===== config.mk =====
export PLATFORM = sky130hd
export DESIGN_NAME = isp_conv_mask_gen_flat
export DESIGN_NICKNAME = d
export VERILOG_FILES = /design/src/rtl/isp_conv_mask_gen_pkg.sv /design/src/rtl/isp_conv_mask_gen_if.sv /design/src/rtl/isp_conv_mask_coef.sv /design/src/rtl/isp_conv_mask_gen.sv /design/src/flat_wrapper.sv
export SDC_FILE = /design/constraint.sdc
export NUM_CORES = 1
export LEC_CHECK = 0
export CORE_MARGIN = 4
export CORE_UTILIZATION = 40
export DETAILED_ROUTE_END_ITERATION = 8
export REMOVE_ABC_BUFFERS = 1
export SYNTH_ARGS = -nofsm -noshare
export SYNTH_HDL_FRONTEND = slang
export SYNTH_SLANG_ARGS = --single-unit

===== constraint.sdc =====
create_clock -name clk -period 5.51 [get_ports clk]
set_input_delay 0.551 -clock clk [delete_from_list [all_inputs] [get_ports clk]]
set_output_delay 0.551 -clock clk [all_outputs]
set_load 0.02 [all_outputs]

===== src/rtl/isp_conv_mask_gen_pkg.sv =====
// ---------------------------------------------------------------------------
// isp_conv_pkg
// Shared definitions for the 5x5 demosaic convolution engine:
//   - mask select encodings (mode_e)
//   - 2x-scaled signed tap weights and the coefficient-set layout
//   - rounding constants (result = (sum + RND) >>> SHIFT)
//   - helpers splitting a signed weight into sign and magnitude
// ---------------------------------------------------------------------------
package isp_conv_pkg;

    localparam int SHIFT  = 4;
    localparam int RND    = 8;
    localparam int COEF_W = 6;   // signed weight width, holds -16..+16 range needed
    localparam int MAG_W  = 5;   // weight magnitude width, up to 16

    typedef enum logic [2:0] {
        MODE_BYPASS   = 3'd0,
        MODE_G_AT_RB  = 3'd1,
        MODE_RB_G_ROW = 3'd2,
        MODE_RB_G_COL = 3'd3,
        MODE_RB_AT_BR = 3'd4
    } mode_e;

    typedef logic signed [COEF_W-1:0] coef_t;

    localparam coef_t K_0   = 6'sd0;
    localparam coef_t K_P1  = 6'sd1;
    localparam coef_t K_M2  = -6'sd2;
    localparam coef_t K_M3  = -6'sd3;
    localparam coef_t K_P4  = 6'sd4;
    localparam coef_t K_P8  = 6'sd8;
    localparam coef_t K_P10 = 6'sd10;
    localparam coef_t K_P12 = 6'sd12;
    localparam coef_t K_P16 = 6'sd16;

    // Tap order inside each group matches the pixel packing: index 0 in LSBs
    // ax1 {E,W,S,N}, diag {SE,SW,NE,NW}, ax2 {EE,WW,SS,NN}
    typedef struct packed {
        coef_t       c;
        coef_t [3:0] ax1;
        coef_t [3:0] diag;
        coef_t [3:0] ax2;
    } coef_set_t;

    function automatic logic coef_neg(input coef_t w);
        return w[COEF_W-1];
    endfunction

    function automatic logic [MAG_W-1:0] coef_mag(input coef_t w);
        coef_t t;
        t = w[COEF_W-1] ? -w : w;
        return t[MAG_W-1:0];
    endfunction

endpackage


===== src/rtl/isp_conv_mask_gen_if.sv =====
// ---------------------------------------------------------------------------
// isp_conv_mask_gen_if
// Pixel-set input and interpolated-pixel output of the convolution engine.
//   in_valid, mode, pix_c, pix_ax1, pix_diag, pix_ax2 : upstream -> engine
//   out_pix, out_valid                                : engine -> downstream
// master: window generator side; slave: the convolution engine.
// ---------------------------------------------------------------------------
interface isp_conv_mask_gen_if #(
    parameter int DW = 8
) ();
    logic            in_valid;
    logic [2:0]      mode;
    logic [DW-1:0]   pix_c;
    logic [4*DW-1:0] pix_ax1;
    logic [4*DW-1:0] pix_diag;
    logic [4*DW-1:0] pix_ax2;
    logic [DW-1:0]   out_pix;
    logic            out_valid;

    modport master (
        output in_valid, mode, pix_c, pix_ax1, pix_diag, pix_ax2,
        input  out_pix, out_valid
    );

    modport slave (
        input  in_valid, mode, pix_c, pix_ax1, pix_diag, pix_ax2,
        output out_pix, out_valid
    );
endinterface


===== src/rtl/isp_conv_mask_coef.sv =====
// ---------------------------------------------------------------------------
// isp_conv_mask_coef
// Combinational mask select -> signed tap weights (2x scale, each mask sums
// to 16). Unknown modes fall back to bypass (centre weight 16 only).
//   i_mode : mask select
//   o_coef : weights for centre, ax1, diag and ax2 taps
// ---------------------------------------------------------------------------
module isp_conv_mask_coef
    import isp_conv_pkg::*;
(
    input  logic [2:0] i_mode,
    output coef_set_t  o_coef
);

    always_comb begin
        o_coef = '0;
        case (mode_e'(i_mode))
            MODE_G_AT_RB: begin
                o_coef.c    = K_P8;
                o_coef.ax1  = {4{K_P4}};
                o_coef.ax2  = {4{K_M2}};
            end
            MODE_RB_G_ROW: begin
                o_coef.c    = K_P10;
                o_coef.ax1  = {K_P8, K_P8, K_0, K_0};     // E,W,S,N
                o_coef.diag = {4{K_M2}};
                o_coef.ax2  = {K_M2, K_M2, K_P1, K_P1};   // EE,WW,SS,NN
            end
            MODE_RB_G_COL: begin
                o_coef.c    = K_P10;
                o_coef.ax1  = {K_0, K_0, K_P8, K_P8};
                o_coef.diag = {4{K_M2}};
                o_coef.ax2  = {K_P1, K_P1, K_M2, K_M2};
            end
            MODE_RB_AT_BR: begin
                o_coef.c    = K_P12;
                o_coef.diag = {4{K_P4}};
                o_coef.ax2  = {4{K_M3}};
            end
            default: begin
                o_coef.c    = K_P16;
            end
        endcase
    end

endmodule


===== src/rtl/isp_conv_mask_gen.sv =====
// ---------------------------------------------------------------------------
// isp_conv_mask_gen
// Mode-selectable 5x5 demosaic convolution, 3-stage pipeline with clken stall.
//   S1: weight decode, per-tap products into per-group pos/neg partials
//   S2: total positive and negative sums
//   S3: subtract, round, clamp to 0..2^DW-1 into out_pix
// Ports:
//   clk, rst_n (async, active-low), clken (0 holds every stage)
//   bus (slave): in_valid/mode/pixels in, out_pix/out_valid out
// ---------------------------------------------------------------------------
module isp_conv_mask_gen
    import isp_conv_pkg::*;
#(
    parameter int DW = 8
) (
    input  logic               clk,
    input  logic               rst_n,
    input  logic               clken,
    isp_conv_mask_gen_if.slave bus
);

    localparam int AW = DW + 5;   // unsigned accumulator width
    localparam int SW = DW + 6;   // signed difference width

    coef_set_t w_coef;

    isp_conv_mask_coef u_coef (
        .i_mode (bus.mode),
        .o_coef (w_coef)
    );

    function automatic logic [AW-1:0] tap_prod(input coef_t w, input logic [DW-1:0] p);
        return AW'(coef_mag(w)) * AW'(p);
    endfunction

    // Group index: 0 centre, 1 ax1, 2 diag, 3 ax2
    logic [AW-1:0] w_grp_pos [4];
    logic [AW-1:0] w_grp_neg [4];

    always_comb begin
        for (int unsigned g = 0; g < 4; g++) begin
            w_grp_pos[g] = '0;
            w_grp_neg[g] = '0;
        end
        if (coef_neg(w_coef.c)) w_grp_neg[0] = tap_prod(w_coef.c, bus.pix_c);
        else                    w_grp_pos[0] = tap_prod(w_coef.c, bus.pix_c);
        for (int unsigned i = 0; i < 4; i++) begin
            if (coef_neg(w_coef.ax1[i[1:0]]))
                w_grp_neg[1] = w_grp_neg[1] + tap_prod(w_coef.ax1[i[1:0]], bus.pix_ax1[i*DW +: DW]);
            else
                w_grp_pos[1] = w_grp_pos[1] + tap_prod(w_coef.ax1[i[1:0]], bus.pix_ax1[i*DW +: DW]);
            if (coef_neg(w_coef.diag[i[1:0]]))
                w_grp_neg[2] = w_grp_neg[2] + tap_prod(w_coef.diag[i[1:0]], bus.pix_diag[i*DW +: DW]);
            else
                w_grp_pos[2] = w_grp_pos[2] + tap_prod(w_coef.diag[i[1:0]], bus.pix_diag[i*DW +: DW]);
            if (coef_neg(w_coef.ax2[i[1:0]]))
                w_grp_neg[3] = w_grp_neg[3] + tap_prod(w_coef.ax2[i[1:0]], bus.pix_ax2[i*DW +: DW]);
            else
                w_grp_pos[3] = w_grp_pos[3] + tap_prod(w_coef.ax2[i[1:0]], bus.pix_ax2[i*DW +: DW]);
        end
    end

    logic [AW-1:0] r_s1_pos [4];
    logic [AW-1:0] r_s1_neg [4];
    logic          r_s1_valid;
    logic [AW-1:0] r_s2_pos;
    logic [AW-1:0] r_s2_neg;
    logic          r_s2_valid;
    logic [DW-1:0] r_out_pix;
    logic          r_out_valid;

    logic [AW-1:0] w_pos_sum;
    logic [AW-1:0] w_neg_sum;

    always_comb begin
        w_pos_sum = '0;
        w_neg_sum = '0;
        for (int unsigned g = 0; g < 4; g++) begin
            w_pos_sum = w_pos_sum + r_s1_pos[g];
            w_neg_sum = w_neg_sum + r_s1_neg[g];
        end
    end

    logic signed [SW-1:0] w_diff;
    logic signed [SW-1:0] w_rnd;
    logic signed [SW-1:0] w_shr;
    logic [DW-1:0]        w_sat;

    always_comb begin
        w_diff = $signed({1'b0, r_s2_pos}) - $signed({1'b0, r_s2_neg});
        w_rnd  = w_diff + SW'(RND);
        w_shr  = w_rnd >>> SHIFT;
        // Negative -> 0; any bit above DW set on a positive value -> full scale
        if (w_shr[SW-1])
            w_sat = '0;
        else if (|w_shr[SW-2:DW])
            w_sat = '1;
        else
            w_sat = w_shr[DW-1:0];
    end

    always_ff @(posedge clk or negedge rst_n) begin
        if (!rst_n) begin
            r_s1_pos    <= '{default: '0};
            r_s1_neg    <= '{default: '0};
            r_s1_valid  <= 1'b0;
            r_s2_pos    <= '0;
            r_s2_neg    <= '0;
            r_s2_valid  <= 1'b0;
            r_out_pix   <= '0;
            r_out_valid <= 1'b0;
        end else if (clken) begin
            r_s1_pos    <= w_grp_pos;
            r_s1_neg    <= w_grp_neg;
            r_s1_valid  <= bus.in_valid;
            r_s2_pos    <= w_pos_sum;
            r_s2_neg    <= w_neg_sum;
            r_s2_valid  <= r_s1_valid;
            r_out_pix   <= w_sat;
            r_out_valid <= r_s2_valid;
        end
    end

    assign bus.out_pix   = r_out_pix;
    assign bus.out_valid = r_out_valid;

endmodule

===== src/flat_wrapper.sv =====
// flat-port wrapper written by rule: the top's interface ports become plain ports
module isp_conv_mask_gen_flat import isp_conv_pkg::*;
#(
    parameter int DW = 8
)
  (clk, rst_n, clken, bus_in_valid, bus_mode, bus_pix_c, bus_pix_ax1, bus_pix_diag, bus_pix_ax2, bus_out_pix, bus_out_valid);
  isp_conv_mask_gen_if #(.DW(DW)) bus_i ();
  input  logic clk;
  input  logic rst_n;
  input  logic clken;
  input wire logic [$bits(bus_i.in_valid)-1:0] bus_in_valid;
  input wire logic [$bits(bus_i.mode)-1:0] bus_mode;
  input wire logic [$bits(bus_i.pix_c)-1:0] bus_pix_c;
  input wire logic [$bits(bus_i.pix_ax1)-1:0] bus_pix_ax1;
  input wire logic [$bits(bus_i.pix_diag)-1:0] bus_pix_diag;
  input wire logic [$bits(bus_i.pix_ax2)-1:0] bus_pix_ax2;
  output wire logic [$bits(bus_i.out_pix)-1:0] bus_out_pix;
  output wire logic [$bits(bus_i.out_valid)-1:0] bus_out_valid;
  assign bus_i.in_valid = bus_in_valid;
  assign bus_i.mode = bus_mode;
  assign bus_i.pix_c = bus_pix_c;
  assign bus_i.pix_ax1 = bus_pix_ax1;
  assign bus_i.pix_diag = bus_pix_diag;
  assign bus_i.pix_ax2 = bus_pix_ax2;
  assign bus_out_pix = bus_i.out_pix;
  assign bus_out_valid = bus_i.out_valid;
  isp_conv_mask_gen #(.DW(DW)) u_core (.clk(clk), .rst_n(rst_n), .clken(clken), .bus(bus_i));
endmodule

# Word level (Yosys, flattened, before mapping)
# Index checks and enable logic that the tools add are counted.
[classes]
n_addsub = 39
mul = 13
n_eq_ne = 4
n_mux = 45
n_reduce_logical = 2
[op_table]
columns = ["operator", "n"]
rows = [
  ["$mux 13", 26],
  ["$add 13x13->13", 24],
  ["$mul 5x8->13", 13],
  ["$pmux 24 s4", 1],
  ["$pmux 22 s3", 1],
  ["$mux 5", 13],
  ["$neg 5->5", 12],
  ["$pmux 24 s2", 1],
  ["$mux 8", 2],
  ["$pmux 5 s3", 1],
  ["$add 14x5->14 const B", 1],
  ["$sub 13x13->14", 1],
  ["$eq 3x2->1 const B", 2],
  ["$neg 4->5", 1],
  ["$reduce_or 2->1", 2],
  ["$eq 3x1->1 const B", 1],
  ["$eq 3x3->1 const B", 1],
]
[totals]
ff_bits = 141
wordCells = 117

# Depth between registers and ports, before layout
[depth]
depth_word = 13
depth_mapped = 45
depth_no_buf = 42

# Cells and area by module
# A second synthesis with hierarchy kept.
[unflattened]
cells_unflattened = 4467
hier_area_um2 = 36216.0
[by_module_without_submodules]
columns = ["module", "instances", "cells_per_inst", "area_per_inst_um2", "seq_area_each_um2"]
rows = [
  ["isp_conv_mask_gen", 1, 4379, 35585.4, 3528.4],
  ["isp_conv_mask_coef", 1, 88, 630.6, 0.0],
]

# Worst setup path before layout
# No wires, ideal clock.
[synth_timing]
path_type = "in2reg"
startpoint = "in bus_mode[2]"
endpoint = "reg u_core.r_s1_neg[12] (netlist name)"
t_arrival_ns = 8.682
required_time_ns = 5.406
setup_slack_ns = -3.276
cell_stages = 39
path_buffers = 4
path_cell_list = "clkbuf_1 > nand2b_1 > nor2_1 > clkbuf_1 > nor2_1 > ha_1 > a21oi_1 > clkbuf_1 > and2_0 > clkbuf_1 > nand2_1 > fa_1 > fa_1 > fa_1 > inv_1 > ha_1 > a21oi_1 > xnor2_1 > [3 not listed] > a21o_1 > o41a_1 > maj3_1 > a21oi_1 > xnor2_1 > nor2_1 > ha_1 > and3_1 > a211oi_1 > xor2_1 > o21ai_0 > ha_1 > nor3_1 > a211o_1 > xor2_1 > xnor2_1 > o21ai_0 > o311ai_1"
[synth_via]
elab_chain_len = 12
[synth_rtl]
columns = ["element", "line", "source"]
rows = [
  ["start: declaration", "flat_wrapper.sv:12", "input wire logic [$bits(bus_i.mode)-1:0] bus_mode;"],
  ["$eq 3x3->1 (tied with other cells)", "isp_conv_mask_coef.sv:17", "case (mode_e'(i_mode))"],
  ["$pmux 24 s4 *", "isp_conv_mask_coef.sv:17", ""],
  ["$neg 5->5", "isp_conv_mask_gen_pkg.sv:51", "t = w[COEF_W-1] ? -w : w;"],
  ["$mux 5", "isp_conv_mask_gen_pkg.sv:51", ""],
  ["$mul 5x8->13", "isp_conv_mask_gen.sv:33", "return AW'(coef_mag(w)) * AW'(p);"],
  ["$mux 13", "isp_conv_mask_gen.sv:56", "if (coef_neg(w_coef.ax2[i[1:0]]))"],
  ["$add 13x13->13", "isp_conv_mask_gen.sv:57", "w_grp_neg[3] = w_grp_neg[3] + tap_prod(w_coef.ax2[i[1:0]], bus.pix_ax2[i*DW +: DW]);"],
  ["$mux 13", "isp_conv_mask_gen.sv:56", ""],
  ["$add 13x13->13", "isp_conv_mask_gen.sv:57", ""],
  ["$mux 13", "isp_conv_mask_gen.sv:56", ""],
  ["$add 13x13->13", "isp_conv_mask_gen.sv:57", ""],
  ["$mux 13 *", "isp_conv_mask_gen.sv:56", ""],
  ["end signal: assignment", "isp_conv_mask_gen.sv:114", "r_s1_neg <= w_grp_neg;"],
  ["end: declaration", "isp_conv_mask_gen.sv:64", "logic [AW-1:0] r_s1_neg [4];"],
]
# Every way passes the cells marked *; elsewhere a longest branch is shown, timed or not.
# A chain may end at the register's enable or synchronous reset.

# Worst setup path in the final report
[layout_timing]
startpoint = "in bus_mode[0]"
endpoint = "reg u_core.r_s1_neg[12] (netlist name)"
# Same word-level chain as after synthesis.

==> metrics.cfg <==
[setup_path]
crit_path_end_kind = register
ff2ff_path_depth = 17
cp.required_ns = 5.77
path_class = input pin to register
cp_max_fo = 10
worstSetupStartpointType = input pin
reg2reg_from = u_core.r_s1_pos[15]$_DFFE_PN0P_
critical_path.slowest_cell = fa_1
crit_top_cell = buf_4
ff2ff_setup_slack_ns = 1.47
critPathMaxStageDelay_ns = 0.49
critPathArrivalTime_ns = 8.04
r2r_end = u_core.r_s2_pos[12]$_DFFE_PN0P_

[route]
routed-wl-met3_um = 1450
wire_per_inst_um = 15.0
route.detailed.drc = 0
highest-signal-layer = met5
dr.pass1.iters = 5
via_per_inst = 5.02
vias = 22600
wl_met2_um = 33700
first_iter_violations = 907
ant_nets = 0
drt-total-wl_um = 67600
met1Wirelength_um = 31100

[final_layout]
fillers = 5375
area_growth_pct = 38.4
drive_above_1_share_pct = 27.4
fin_util_pct = 56.4
num-nets-final = 4530

[outcome]
violations = negative setup slack
status = finished with violations

[yosys]
avgSynthCellArea_sq_um = 8.56
yosysUniqueCellTypes = 79
async_flop_share_pct = 100
syn-cell-area_sq_um = 24800
synth_cells = 2893
yosys_warnings = 0
synth-edff-count = 0
ys_seq_area_share_pct = 11.1
ys.flop_type = dfrtp_1
synth-seq-cells = 110

[sta]
period_needed_ns = 7.78
tightest_slew_ns = 0.831
setup_viol = 37
fmax_ghz = 0.129
timing.final.crit_share_pct = 141
finalHoldViolations = 0
slew_viol_final = 0
rsz0062_at_grt = true
relSlewSlack_pct = 44.2
fin_ws_ns = -2.27
finClkSkew_ns = 0.0101

[clocking]
cts_root_buffer = clkbuf_16
cts_tree = yes
cts_buffers = 9
cts_max_path_buffers = 2
clk_latency_ns = 0.36
cts.sinks = 110
clk_pin_slew_worst_paths_ns = 0.08
htree_levels = 3

[global_route]
track_usage_pct = 20.0
grt_max_degree = 75
antenna_found_initial = 2
gr-total-overflow = 0
grt_pass1_vias = 24000
grt_pass1_wl_um = 112000

[placed_design]
dpl.hpwl_um = 54500
port-buffer-count = 119
routabilityCongestion = 0.855

[power_and_ir_drop]
total_power_mw = 15.3
ir_worst_vdd_mv = 0.400
cellLeakagePower_nw = 18.4
power_density_nw_per_um2 = 448

[floorplanning]
dieHeight_um = 257
fp.coreArea_sq_um = 60800
pin_count = 120
initial_utilization_pct = 40.7
std_cell_rows = 90
die_area_sq_um = 65900
die_w_um = 257

[run]
maxCapViolCount = 0

[worst_hold_path]
hold_path.class = input pin to async pin

-- cell usage in the layout (no fill, tap or decap), types with 12 or more instances in the layout --
cell             Yosys  layout
ha_4                 0      29
a31oi_1             24      22
inv_2                0      12
nor3_2               1      18
xnor2_1            166     144
buf_6                1      38
nand2b_1            22      19
fa_1               179     177
xnor2_2              1      22
xor2_1              59      55
or3_1               20      20
a21oi_1            147     107
nor2_1             200     177
a21oi_2              0      35
o21ai_1              5      34
inv_1              357     343
o2bb2ai_1           20      20
a21o_1              70      70
nand2_1            193     183
nor2b_1             62      58
o21bai_1            41      40
and2_1             133     128
and3_1              65      61
clkdlybuf4s50_1      0     114
nor2_2               1      14
nor3_1              58      37
conb_1               2     106
o21ai_2              0      17
ha_1               520     483
mux2_2              37      37
o21ai_0            127      78
nand3_1             21      18
o21a_1              28      28
dfrtp_1            110     110
buf_4                1     627
-- how the worst max path moves through the flow --
stage                           start  slack, ns                         endpoint  depth (start not counted)
after floorplan           bus_mode[2]      -4.65  u_core.r_s1_neg[12]$_DFFE_PN0P_                         36
after global placement    bus_mode[2]      -3.40  u_core.r_s1_neg[12]$_DFFE_PN0P_                         37
after detailed placement  bus_mode[2]      -3.65  u_core.r_s1_neg[12]$_DFFE_PN0P_                         36
after CTS                 bus_mode[2]      -2.25  u_core.r_s1_neg[12]$_DFFE_PN0P_                         37
after global routing      bus_mode[1]      -2.52  u_core.r_s1_neg[12]$_DFFE_PN0P_                         44
final                     bus_mode[0]      -2.27  u_core.r_s1_neg[12]$_DFFE_PN0P_                         46
-- where the power goes --
part	switching (mW)	internal (mW)	total, mW
registers	0.233	1.11	1.34
clock network	0.319	0.364	0.683
logic	6.28	7.04	13.3
total	6.83	8.51	15.3
-- routing by layer --
| layer | vias up | GRT usage, % |
|---|---|---|
| met2 | 266 | 36.5 |
| met3 | 83 | 1.70 |
| met1 | 10900 | 25.9 |
| met4 | 2 | 3.83 |
| met5 | - | 0 |
| li1 | 11400 | - |
-- area by class of cell --
cell class	instances	area (sq um)	area share, %
inverter	357	1350	3.92
timing repair buffer	790	6490	18.9
clock inverter	7	86.3	0.252
sequential	110	2750	8.03
tap	782	978	2.85
clock buffer	9	225	0.657
antenna	1	2.50	0.00730
multi-input combinational	2452	22400	65.4
-- registers in the layout (all words and copies together) (netlist names) --
name	cells
u_core.r_s2_neg	13
u_core.r_s1_neg	25
u_core.r_s2_valid	1
u_core.bus.out_pix	8
u_core.r_s1_pos	48
u_core.bus.out_valid	1
u_core.r_s2_pos	13
u_core.r_s1_valid	1
-- repair_timing --
item,4_1_cts,5_1_grt
endpoints found under the setup margin,47,41
hold endpoints to repair,0,0
setup buffers,72,28
hold buffers,0,0
pin swaps,155,175
cloned,0,1
gates resized for setup,271,172
-- metrics by stage --
stage                     instances  hold WS, ns  setup slack, ns  cell area (sq um)  setup TNS, ns
after floorplan                2919        0.255            -4.65              24800         -98.28
after global placement         4395        0.470            -3.40              31400         -92.19
after detailed placement       4395        0.477            -3.65              31400         -96.39
after CTS                      4482        0.279            -2.25              33300         -39.60
after global routing           4507        0.307            -2.52              34300         -48.08
final                          4508        0.242            -2.27              34300         -38.13
-- logic make-up (layout without fill, tap and decap cells) --
family                     count (synthesis)  after routing  share of synthesized area [%]
buffers and inverters                    435           1163                           6.65
muxes                                     39             39                           1.76
other                                      2            107                         0.0303
and+or+nand+nor                          801            801                           16.0
adders and majority gates                700            700                           40.8
AOI/OAI and AO/OA                        575            575                           15.2
DFF                                      110            110                           11.1
xor gates and xnor gates                 231            231                           8.46
-- Yosys cell counts, types with 7 or more instances --
master / count / share of area [%]
a211oi_1: 12 / 0.36
a21boi_0: 21 / 0.64
a21o_1: 70 / 2.1
a21oi_1: 147 / 3.0
a31oi_1: 24 / 0.61
and2_1: 133 / 3.4
and3_1: 65 / 1.6
buf_1: 8 / 0.12
clkbuf_1: 66 / 1.0
dfrtp_1: 110 / 11
fa_1: 179 / 14
ha_1: 520 / 26
inv_1: 357 / 5.4
mux2_2: 37 / 1.7
nand2_1: 193 / 2.9
nand2b_1: 22 / 0.56
nand3_1: 21 / 0.42
nor2_1: 200 / 3.0
nor2b_1: 62 / 1.6
nor3_1: 58 / 1.2
o21a_1: 28 / 0.85
o21ai_0: 127 / 2.6
o21bai_1: 41 / 1.2
o2bb2ai_1: 20 / 0.71
o31ai_1: 9 / 0.27
o32ai_1: 7 / 0.25
or2_2: 10 / 0.25
or3_1: 20 / 0.51
xnor2_1: 166 / 5.9
xor2_1: 59 / 2.1
-- worst max-delay path: cells and delay by family --
family / cells / cell delay [ns]
buffers and inverters: 23 / 2.67
adders and majority gates: 6 / 2.22
AOI/OAI and AO/OA: 10 / 1.28
and+or+nand+nor: 6 / 1.03
xor gates and xnor gates: 1 / 0.27
Note: power is estimated with default switching activity, not from simulation.
